## src/rtl/dma_copy.sv

```systemverilog
// dma_copy: word-granular memory-to-memory copy engine.
//
// Responder port (adr_i, dat_i, sel_i, we_i, stb_i -> ack_o, dat_o):
//   0x0 SRC, 0x4 DST, 0x8 LEN (remaining words), 0xC CTRL.
//   CTRL write: bit0 start, bit1 ie, bit2 clear done, bit3 abort.
//   CTRL read:  bit0 busy, bit1 ie, bit2 done.
// Initiator port (m_adr_o, m_dat_o, m_dat_i, m_sel_o, m_we_o, m_stb_o, m_ack_i):
//   One full-word transaction outstanding at a time: read SRC, then write DST.
// irq: level interrupt, registered done & ie.
module dma_copy #(
  parameter int unsigned LEN_W = 16
) (
  input  logic        clk,
  input  logic        rst_i,
  input  logic [3:0]  adr_i,
  input  logic [31:0] dat_i,
  input  logic [3:0]  sel_i,
  input  logic        we_i,
  input  logic        stb_i,
  output logic        ack_o,
  output logic [31:0] dat_o,
  output logic [31:0] m_adr_o,
  output logic [31:0] m_dat_o,
  input  logic [31:0] m_dat_i,
  output logic [3:0]  m_sel_o,
  output logic        m_we_o,
  output logic        m_stb_o,
  input  logic        m_ack_i,
  output logic        irq
);

  typedef enum logic [2:0] {StIdle, StRd, StWSetup, StWr, StRSetup} state_e;

  state_e           state_q;
  logic [31:0]      src_q, dst_q, buf_q;
  logic [LEN_W-1:0] len_q;
  logic             ie_q, done_q, abort_q, irq_q, ack_q;
  logic [31:0]      dat_q;
  logic [31:0]      m_adr_q, m_dat_q;
  logic [3:0]       m_sel_q;
  logic             m_we_q, m_stb_q;

  logic             busy, acc, wr_acc, ctrl_wr;
  logic             start_req, clr_req, abort_req, abort_now;
  logic [31:0]      byte_mask, rd_data, src_wdata, dst_wdata;
  logic [LEN_W-1:0] len_wdata;
  logic             unused_adr;

  assign unused_adr = ^adr_i[1:0];

  assign busy    = (state_q != StIdle);
  // The access is serviced on the edge that raises ack_o.
  assign acc     = stb_i & ~ack_q;
  assign wr_acc  = acc & we_i;
  assign ctrl_wr = wr_acc & (adr_i[3:2] == 2'd3) & sel_i[0];

  assign start_req = ctrl_wr & dat_i[0];
  assign clr_req   = ctrl_wr & dat_i[2];
  assign abort_req = ctrl_wr & dat_i[3] & busy;
  // An abort written on the same edge as a bus ack still takes effect there.
  assign abort_now = abort_q | abort_req;

  assign byte_mask = {{8{sel_i[3]}}, {8{sel_i[2]}}, {8{sel_i[1]}}, {8{sel_i[0]}}};
  assign src_wdata = ((src_q & ~byte_mask) | (dat_i & byte_mask)) & 32'hFFFF_FFFC;
  assign dst_wdata = ((dst_q & ~byte_mask) | (dat_i & byte_mask)) & 32'hFFFF_FFFC;
  assign len_wdata = (len_q & ~byte_mask[LEN_W-1:0]) | (dat_i[LEN_W-1:0] & byte_mask[LEN_W-1:0]);

  always_comb begin
    rd_data = '0;
    case (adr_i[3:2])
      2'd0:    rd_data = src_q;
      2'd1:    rd_data = dst_q;
      2'd2:    rd_data = 32'(len_q);
      default: rd_data = {29'd0, done_q, ie_q, busy};
    endcase
  end

  // Responder handshake: single-cycle ack, read data only while ack is high.
  always_ff @(posedge clk or posedge rst_i) begin
    if (rst_i) begin
      ack_q <= 1'b0;
      dat_q <= '0;
    end else begin
      ack_q <= acc;
      dat_q <= (acc & ~we_i) ? rd_data : '0;
    end
  end

  always_ff @(posedge clk or posedge rst_i) begin
    if (rst_i) begin
      state_q <= StIdle;
      src_q   <= '0;
      dst_q   <= '0;
      len_q   <= '0;
      buf_q   <= '0;
      ie_q    <= 1'b0;
      done_q  <= 1'b0;
      abort_q <= 1'b0;
      irq_q   <= 1'b0;
      m_adr_q <= '0;
      m_dat_q <= '0;
      m_sel_q <= '0;
      m_we_q  <= 1'b0;
      m_stb_q <= 1'b0;
    end else begin
      irq_q <= done_q & ie_q;
      if (ctrl_wr)   ie_q    <= dat_i[1];
      if (clr_req)   done_q  <= 1'b0;
      if (abort_req) abort_q <= 1'b1;

      // Later assignments below override the clear above, so completion wins.
      unique case (state_q)
        StIdle: begin
          abort_q <= 1'b0;
          if (wr_acc && adr_i[3:2] == 2'd0) src_q <= src_wdata;
          if (wr_acc && adr_i[3:2] == 2'd1) dst_q <= dst_wdata;
          if (wr_acc && adr_i[3:2] == 2'd2) len_q <= len_wdata;
          if (start_req) begin
            if (len_q != '0) begin
              done_q  <= 1'b0;
              state_q <= StRd;
              m_stb_q <= 1'b1;
              m_we_q  <= 1'b0;
              m_adr_q <= src_q;
              m_sel_q <= 4'hF;
            end else begin
              done_q <= 1'b1;
            end
          end
        end
        StRd: begin
          if (m_ack_i) begin
            buf_q   <= m_dat_i;
            src_q   <= src_q + 32'd4;
            m_stb_q <= 1'b0;
            m_sel_q <= 4'h0;
            if (abort_now) begin
              state_q <= StIdle;
              abort_q <= 1'b0;
            end else begin
              state_q <= StWSetup;
            end
          end
        end
        StWSetup: begin
          if (abort_now) begin
            state_q <= StIdle;
            abort_q <= 1'b0;
          end else begin
            state_q <= StWr;
            m_stb_q <= 1'b1;
            m_we_q  <= 1'b1;
            m_adr_q <= dst_q;
            m_dat_q <= buf_q;
            m_sel_q <= 4'hF;
          end
        end
        StWr: begin
          if (m_ack_i) begin
            dst_q   <= dst_q + 32'd4;
            len_q   <= len_q - LEN_W'(1);
            m_stb_q <= 1'b0;
            m_we_q  <= 1'b0;
            m_sel_q <= 4'h0;
            if (len_q == LEN_W'(1)) begin
              state_q <= StIdle;
              done_q  <= 1'b1;
              abort_q <= 1'b0;
            end else if (abort_now) begin
              state_q <= StIdle;
              abort_q <= 1'b0;
            end else begin
              state_q <= StRSetup;
            end
          end
        end
        StRSetup: begin
          if (abort_now) begin
            state_q <= StIdle;
            abort_q <= 1'b0;
          end else begin
            state_q <= StRd;
            m_stb_q <= 1'b1;
            m_we_q  <= 1'b0;
            m_adr_q <= src_q;
            m_sel_q <= 4'hF;
          end
        end
        default: state_q <= StIdle;
      endcase
    end
  end

  assign ack_o   = ack_q;
  assign dat_o   = dat_q;
  assign m_adr_o = m_adr_q;
  assign m_dat_o = m_dat_q;
  assign m_sel_o = m_sel_q;
  assign m_we_o  = m_we_q;
  assign m_stb_o = m_stb_q;
  assign irq     = irq_q;

endmodule
```

## config.mk

```make
export PLATFORM = sky130hd
export DESIGN_NAME = dma_copy
export DESIGN_NICKNAME = d
export VERILOG_FILES = /design/src/rtl/dma_copy.sv
export SDC_FILE = /design/constraint.sdc
export NUM_CORES = 1
export LEC_CHECK = 0
export CAP_MARGIN = 20
export CELL_PAD_IN_SITES_DETAIL_PLACEMENT = 2
export CELL_PAD_IN_SITES_GLOBAL_PLACEMENT = 2
export CORE_AREA = 2 2 184 186
export DETAILED_ROUTE_END_ITERATION = 10
export DIE_AREA = 0 0 186 188
export HOLD_SLACK_MARGIN = 0.15
export PLACE_DENSITY_LB_ADDON = 0.1
export SYNTH_ARGS = -nofsm -noshare
export SYNTH_HDL_FRONTEND = slang
export SYNTH_SLANG_ARGS = --single-unit
```

## constraint.sdc

```tcl
create_clock -name clk -period 7 [get_ports clk]
set_input_delay 0.7 -clock clk [delete_from_list [all_inputs] [get_ports clk]]
set_output_delay 0.7 -clock clk [all_outputs]
set_load 0.02 [all_outputs]
```

==> results of run 1 <==
worst max path at each step:
stage | startpoint | slack [ns] | cells past startpoint | endpoint
floorplan | rst_i | 0.51 | 1 | abort_q
global placement | adr_i[3] | 3.64 | 8 | m_dat_o[3]
detailed placement | adr_i[2] | 3.61 | 8 | m_dat_o[10]
CTS | state_q[1] | 3.60 | 6 | m_dat_o[20]
global route | state_q[1] | 3.40 | 6 | m_dat_o[9]
finish | state_q[1] | 3.66 | 6 | m_dat_o[10]
sequential cells by signal, summed over array words and instances (netlist names), 3 cells and up:
register,count
dst_q,30
state_q,3
m_adr_o,30
buf_q,32
dat_o,32
src_q,30
m_dat_o,32
len_q,16
cells in the mapped netlist, types with 5 or more instances:
library cell  instances
buf_4                 9
clkbuf_1             56
o32ai_1               5
nand2_1             147
nor2b_1               7
mux2_2               94
o211ai_1             13
a31oi_1              16
buf_2                 5
ha_1                  5
a22oi_1               5
o31ai_1               5
a211oi_1              5
a21oi_1              77
nor4_1                9
mux2i_1              39
o22ai_1              27
nor2_1               93
buf_1                 7
o22a_1                7
and2_1                7
buf_6                 6
inv_1                12
nand2b_1              6
nor3_1               23
and3_1               14
nand3_1              34
nand4_1              26
o21ai_0              50
dfrtp_1             212
and4_1                9
power groups by stage:
stage               clock (mW)  sequential, mW  combinational (mW)
finish                    1.35            1.82               0.973
global route              1.45            1.87                1.07
CTS                       1.40            1.82               0.988
detailed placement           0            1.84               0.978
global placement             0            1.82               0.949
floorplan                    0            1.78               0.579
kinds of logic (layout without fill, tap and decap cells):
logic type | after synthesis | after routing | share of synthesized area [%]
buffers and inverters | 96 | 258 | 4.05
and+or+nand+nor | 405 | 405 | 17.7
DFF | 212 | 212 | 48.1
adders and majority gates | 5 | 5 | 0.567
xor gates and xnor gates | 1 | 1 | 0.0795
AOI/OAI and AO/OA | 266 | 266 | 16.0
muxes | 135 | 135 | 13.4
other | 1 | 2 | 0.0340
routing by layer:
metal	wire (um)	up-vias	part of all wire (%)	GRT usage (%)
met5	0	-	0	0
li1	-	4360	-	-
met4	727	0	1.9	4.88
met1	17900	4935	46	30.6
met2	18700	204	48	38.1
met3	1620	48	4.1	2.91
layout make-up:
type                    instances  area share, %
flip-flops and latches        212           37.9
repair buffers                197           13.7
multi-input cells             814           38.0
inverters                      12          0.375
clock buffers                  40           5.53
well taps                     448           4.00
clock inverters                 9          0.545
worst max-delay path, delay by kind of cell (launching register included):
family / cells / cell delay [ns]
compound gates: 1 / 0.22
simple gates: 2 / 1.06
mux: 1 / 0.39
buf+inv: 2 / 0.85
flops: 1 / 0.67
placed cells by master (no fill, tap or decap), drive strengths merged, types with 13 or more instances in the layout:
cell type / netlist / final
dfrtp: 212 / 212
clkdlybuf4s50: 0 / 175
nand2: 147 / 147
mux2: 95 / 95
nor2: 93 / 93
a21oi: 81 / 81
o21ai: 51 / 51
clkbuf: 57 / 40
mux2i: 39 / 39
nand3: 34 / 34
o22ai: 27 / 27
nand4: 26 / 26
nor3: 25 / 25
buf: 27 / 22
a31oi: 16 / 16
and3: 14 / 14
o211ai: 13 / 13
inv: 12 / 13
==> impl_metrics.ini, run 1 <==
[sta]
finalCritPeriodShare_pct = 47.7
clock_skew_ns = 0.0109
finalMaxSlewViolations = 0
period_needed_ns = 3.34
setup_tns_ns = 0
slew_headroom_pct = 29.8
max_slew.worst_pin.slew_ns = 1.05
rsz0062_at_grt = false
holdWs_ns = 0.474
layout_setup_ws_ns = 3.66
setup_viol = 0
fmax_mhz = 300
hold_violations = 0

[yosys]
netlist_area_mm2 = 0.0110
synth-seq-cells = 212
synth-edff-count = 0
yosysWarnings = 0
synth-seq-area-share_pct = 48.1
synth_cell_type_count = 79
async_flop_share_pct = 100
netlist_instances = 1121
yosys-top-cells-area = dfrtp_1, mux2_2, nand2_1, mux2i_1, a21oi_1
post_synth.cell_area_avg_um2 = 9.84
yosysTopAreaCell = dfrtp_1
synth_top_cell_area_share_pct = 48.1
synth_ff_type = dfrtp_1

[setup_path]
max_stage_delay_ns = 0.80
critPathMaxFanout = 33
reg2reg_to = m_dat_o[10]
crit_top_cell = buf_4
start_kind = flip-flop
path_class = reg -> reg
ff2ff_setup_slack_ns = 3.66
arrival_ns = 3.75
cp-end-kind = flip-flop
required_ns = 7.41
slowest_stage = nor2b_2
worstRegToRegCells = 6
path_cells = and2b_1 > nor2b_2 > buf_4 > a21boi_4 > buf_4 > mux2_2
r2r-start = state_q[1]

[global_route]
grt.total_usage_pct = 22.5
grt_max_degree = 113
antenna_found_initial = 0
grt_pass1_vias = 10400
gr-total-overflow = 0
grt_pass1_wl_um = 61300

[floorplanning]
start_util_pct = 33.3
core-area_mm2 = 0.0331
fp-row-count = 67
die_h_um = 188
dieArea_mm2 = 0.0350
dieWidth_um = 186
pin_count = 181

[clock_tree]
postCtsHoldBufs = 0
clk_pin_slew_ns = 0.06
clk_latency_ns = 0.53
root_buffer = clkbuf_16
cts_tree = done
post_cts_resized = 0
clock_sinks = 212
cts_buffers = 27
postCtsSetupBuffers = 0
cts_buffer_depth = 3
htreeDepth = 1

[min_path]
hold_path_depth = 2
hold_start = buf_q[1]
holdPathEnd = buf_q[1]
hold_class = reg -> reg

[detailed_routing]
via_count = 9547
wl_um = 39000
drtPass1Iterations = 4
viasPerCell = 5.51
dr.first_iter.drc_count = 449
drc = 0
drt-wirelength-per-cell_um = 22.5
ant_nets = 0

[layout]
seqCellArea_mm2 = 0.00531
nFillCells = 3499
multi_input_area_mm2 = 0.00531
utilization_pct = 42.3
final_net_count = 1346
fin_cells = 1732
postLayoutCellArea_mm2 = 0.0140
antenna_cells = 0
layout-drive-gt1-share_pct = 15.1
syn2layout_area_growth_pct = 27.0

[power]
power_frac_comb_pct = 23.5
vdd_drop_max_mv = 0.193
switching_share_pct = 33.3
p_int_mw = 2.77
netSwitchingPower_mw = 1.38
leakage_nw = 6.04
power_frac_clock_pct = 32.6
fin_total_pwr_mw = 4.15
powerDensity_mw_per_mm2 = 296
seqPwrFrac_pct = 43.9

[place]
dp_hpwl_um = 26600
place_area_mm2 = 0.0131
place_congestion = 0.794
pre_cts_ws_ns = 3.61
place.port_buffers = 176
place_inst = 1683

[outcome]
outcome = finished, final reports clean

[run]
drv_cap = 0
(Power assumes the default switching activity.)
==> inputs of run 2 (changes only) <==
--- a/config.mk
+++ b/config.mk
@@ -8,9 +8,9 @@
 export CAP_MARGIN = 20
 export CELL_PAD_IN_SITES_DETAIL_PLACEMENT = 2
 export CELL_PAD_IN_SITES_GLOBAL_PLACEMENT = 2
-export CORE_AREA = 2 2 184 186
+export CORE_AREA = 2 2 192 194
 export DETAILED_ROUTE_END_ITERATION = 10
-export DIE_AREA = 0 0 186 188
+export DIE_AREA = 0 0 194 196
 export HOLD_SLACK_MARGIN = 0.15
 export PLACE_DENSITY_LB_ADDON = 0.1
 export SYNTH_ARGS = -nofsm -noshare
==> constraint.sdc (replaced) <==
create_clock -name clk -period 2.68 [get_ports clk]
set_input_delay 0.268 -clock clk [delete_from_list [all_inputs] [get_ports clk]]
set_output_delay 0.268 -clock clk [all_outputs]
set_load 0.02 [all_outputs]
==> impl_metrics.ini, run 2 (same netlist as run 1, synthesis figures left out) <==
[outcome]
outcome = finished, final reports clean

[sta]
clock_skew_ns = 0.00993
finalMaxSlewViolations = 0
holdWs_ns = 0.270
layout_setup_ws_ns = 0.277
hold_violations = 0
fmax_mhz = 416
slew_headroom_pct = 63.4
max_slew.worst_pin.slew_ns = 0.550
rsz0062_at_grt = false
setup_viol = 0
setup_tns_ns = 0
finalCritPeriodShare_pct = 89.7
period_needed_ns = 2.40

[setup_path]
endpoint = m_dat_o[4]
critPathMaxFanout = 9
r2r-start = len_q[8]
cp-end-kind = flip-flop
critPathLaunch = len_q[8]
crit_top_cell = buf_4
max_stage_delay_ns = 0.43
cp_top_family = compound AO/OA/AOI/OAI gates
reg2reg_to = m_dat_o[4]
worst-path-stages = 7
arrival_ns = 2.81
slowest_stage = dfrtp_1
path_class = reg -> reg
path_buf_inv = 2
ff2ff_setup_slack_ns = 0.28
required_ns = 3.09
path_cells = nor4_1 > and4_1 > buf_4 > o32a_2 > a21boi_4 > buf_4 > mux2_2
start_kind = flip-flop
worstRegToRegCells = 7

[detailed_routing]
drc = 0
ant_nets = 0
drt-wirelength-per-cell_um = 22.2
viasPerCell = 5.39
via_count = 9752
wl_um = 40200
drtPass1Iterations = 4
dr.first_iter.drc_count = 444

[clock_tree]
root_buffer = clkbuf_16
htreeDepth = 1
cts_tree = done
clock_sinks = 212
clk_pin_slew_ns = 0.05
cts_buffer_depth = 3
clk_latency_ns = 0.54
cts_buffers = 27
post_cts_resized = 0

[global_route]
gr-total-overflow = 0
grt_max_degree = 91
grt_pass1_vias = 10500
antenna_found_initial = 0
grt.total_usage_pct = 21.1
grt_pass1_wl_um = 63600

[layout]
final_net_count = 1404
layout-drive-gt1-share_pct = 18.5
postLayoutCellArea_mm2 = 0.0146
syn2layout_area_growth_pct = 32.2
utilization_pct = 40.4
mostFrequentLayoutCells = dfrtp_1, clkdlybuf4s50_1, nand2_1, mux2_2, nor2_1
antenna_cells = 0
layout_commonest_cell = dfrtp_1

[place]
place_area_mm2 = 0.0137
place_congestion = 0.804
place.port_buffers = 176
pre_cts_ws_ns = 0.0303
dp_hpwl_um = 28400

[run]
drv_cap = 0

[floorplanning]
dieArea_mm2 = 0.0380
dieWidth_um = 194
start_util_pct = 30.6
pin_count = 181
fp-row-count = 70
die_h_um = 196
core-area_mm2 = 0.0361

[power]
vdd_drop_max_mv = 0.438
powerDensity_mw_per_mm2 = 761
leakage_nw = 6.36

[min_path]
hold_class = in -> reg
## run 2: stage by stage
stage | std cells | power, mW
finish | 1808 | 11.1
floorplan | 1122 | 6.16
detailed placement | 1760 | 7.44
global route | 1808 | 11.7
CTS | 1808 | 11.3
global placement | 1760 | 7.31
## run 2: worst min-delay path by stage
stage | from | endpoint | slack, ns | cells past startpoint
final | m_dat_i[8] | buf_q[8] | 0.27 | 3
after global routing | m_dat_i[31] | buf_q[31] | 0.27 | 3
after CTS | m_dat_i[14] | buf_q[14] | 0.25 | 3
after detailed placement | buf_q[11] | buf_q[11] | 0.46 | 2
after global placement | buf_q[26] | buf_q[26] | 0.45 | 2
after floorplan | m_dat_i[0] | buf_q[0] | 0.37 | 2
## run 2: area by class of cell
type                       instances  area (um^2)
fill                            3936        21500
clock inverter                     4         70.1
multi-input combinational        814         5290
inverter                          12         48.8
clock buffer                      43          836
sequential                       212         5310
timing repair buffer             255         2440
tap                              468          586
## run 2: per-layer routing
metal	global-route usage, %	wire [um]	part of all wire [%]
met1	29.1	18800	47
met2	35.9	19400	48
met3	2.49	1260	3.1
met4	4.07	708	1.8
met5	0	0	0
## run 2: timing repair
| item | CTS | global route |
|---|---|---|
| hold buffers | 1 | 0 |
| setup buffers | 0 | 0 |
| hold endpoints to repair | 5 | 0 |
## run 2: worst reg2reg max path, stage by stage, from the launching register on
cell,delay [ns]
dfrtp_1,0.43
nor4_1,0.10
and4_1,0.26
buf_4,0.17
o32a_2,0.40
a21boi_4,0.30
buf_4,0.26
mux2_2,0.36
## run 2: power by group
part           switching (mW)  internal, mW
clock network            1.42          2.30
registers               0.808          3.89
logic                    1.34          1.34
total                    3.57          7.53
==> inputs of run 3 (changes only) <==
--- a/config.mk
+++ b/config.mk
@@ -13,6 +13,7 @@
 export DIE_AREA = 0 0 194 196
 export HOLD_SLACK_MARGIN = 0.15
 export PLACE_DENSITY_LB_ADDON = 0.1
+export SKIP_LAST_GASP = 1
 export SYNTH_ARGS = -nofsm -noshare
 export SYNTH_HDL_FRONTEND = slang
 export SYNTH_SLANG_ARGS = --single-unit
==> results of run 3 <==
Same layout as run 2: the final DEF is identical, and so are final timing and power.
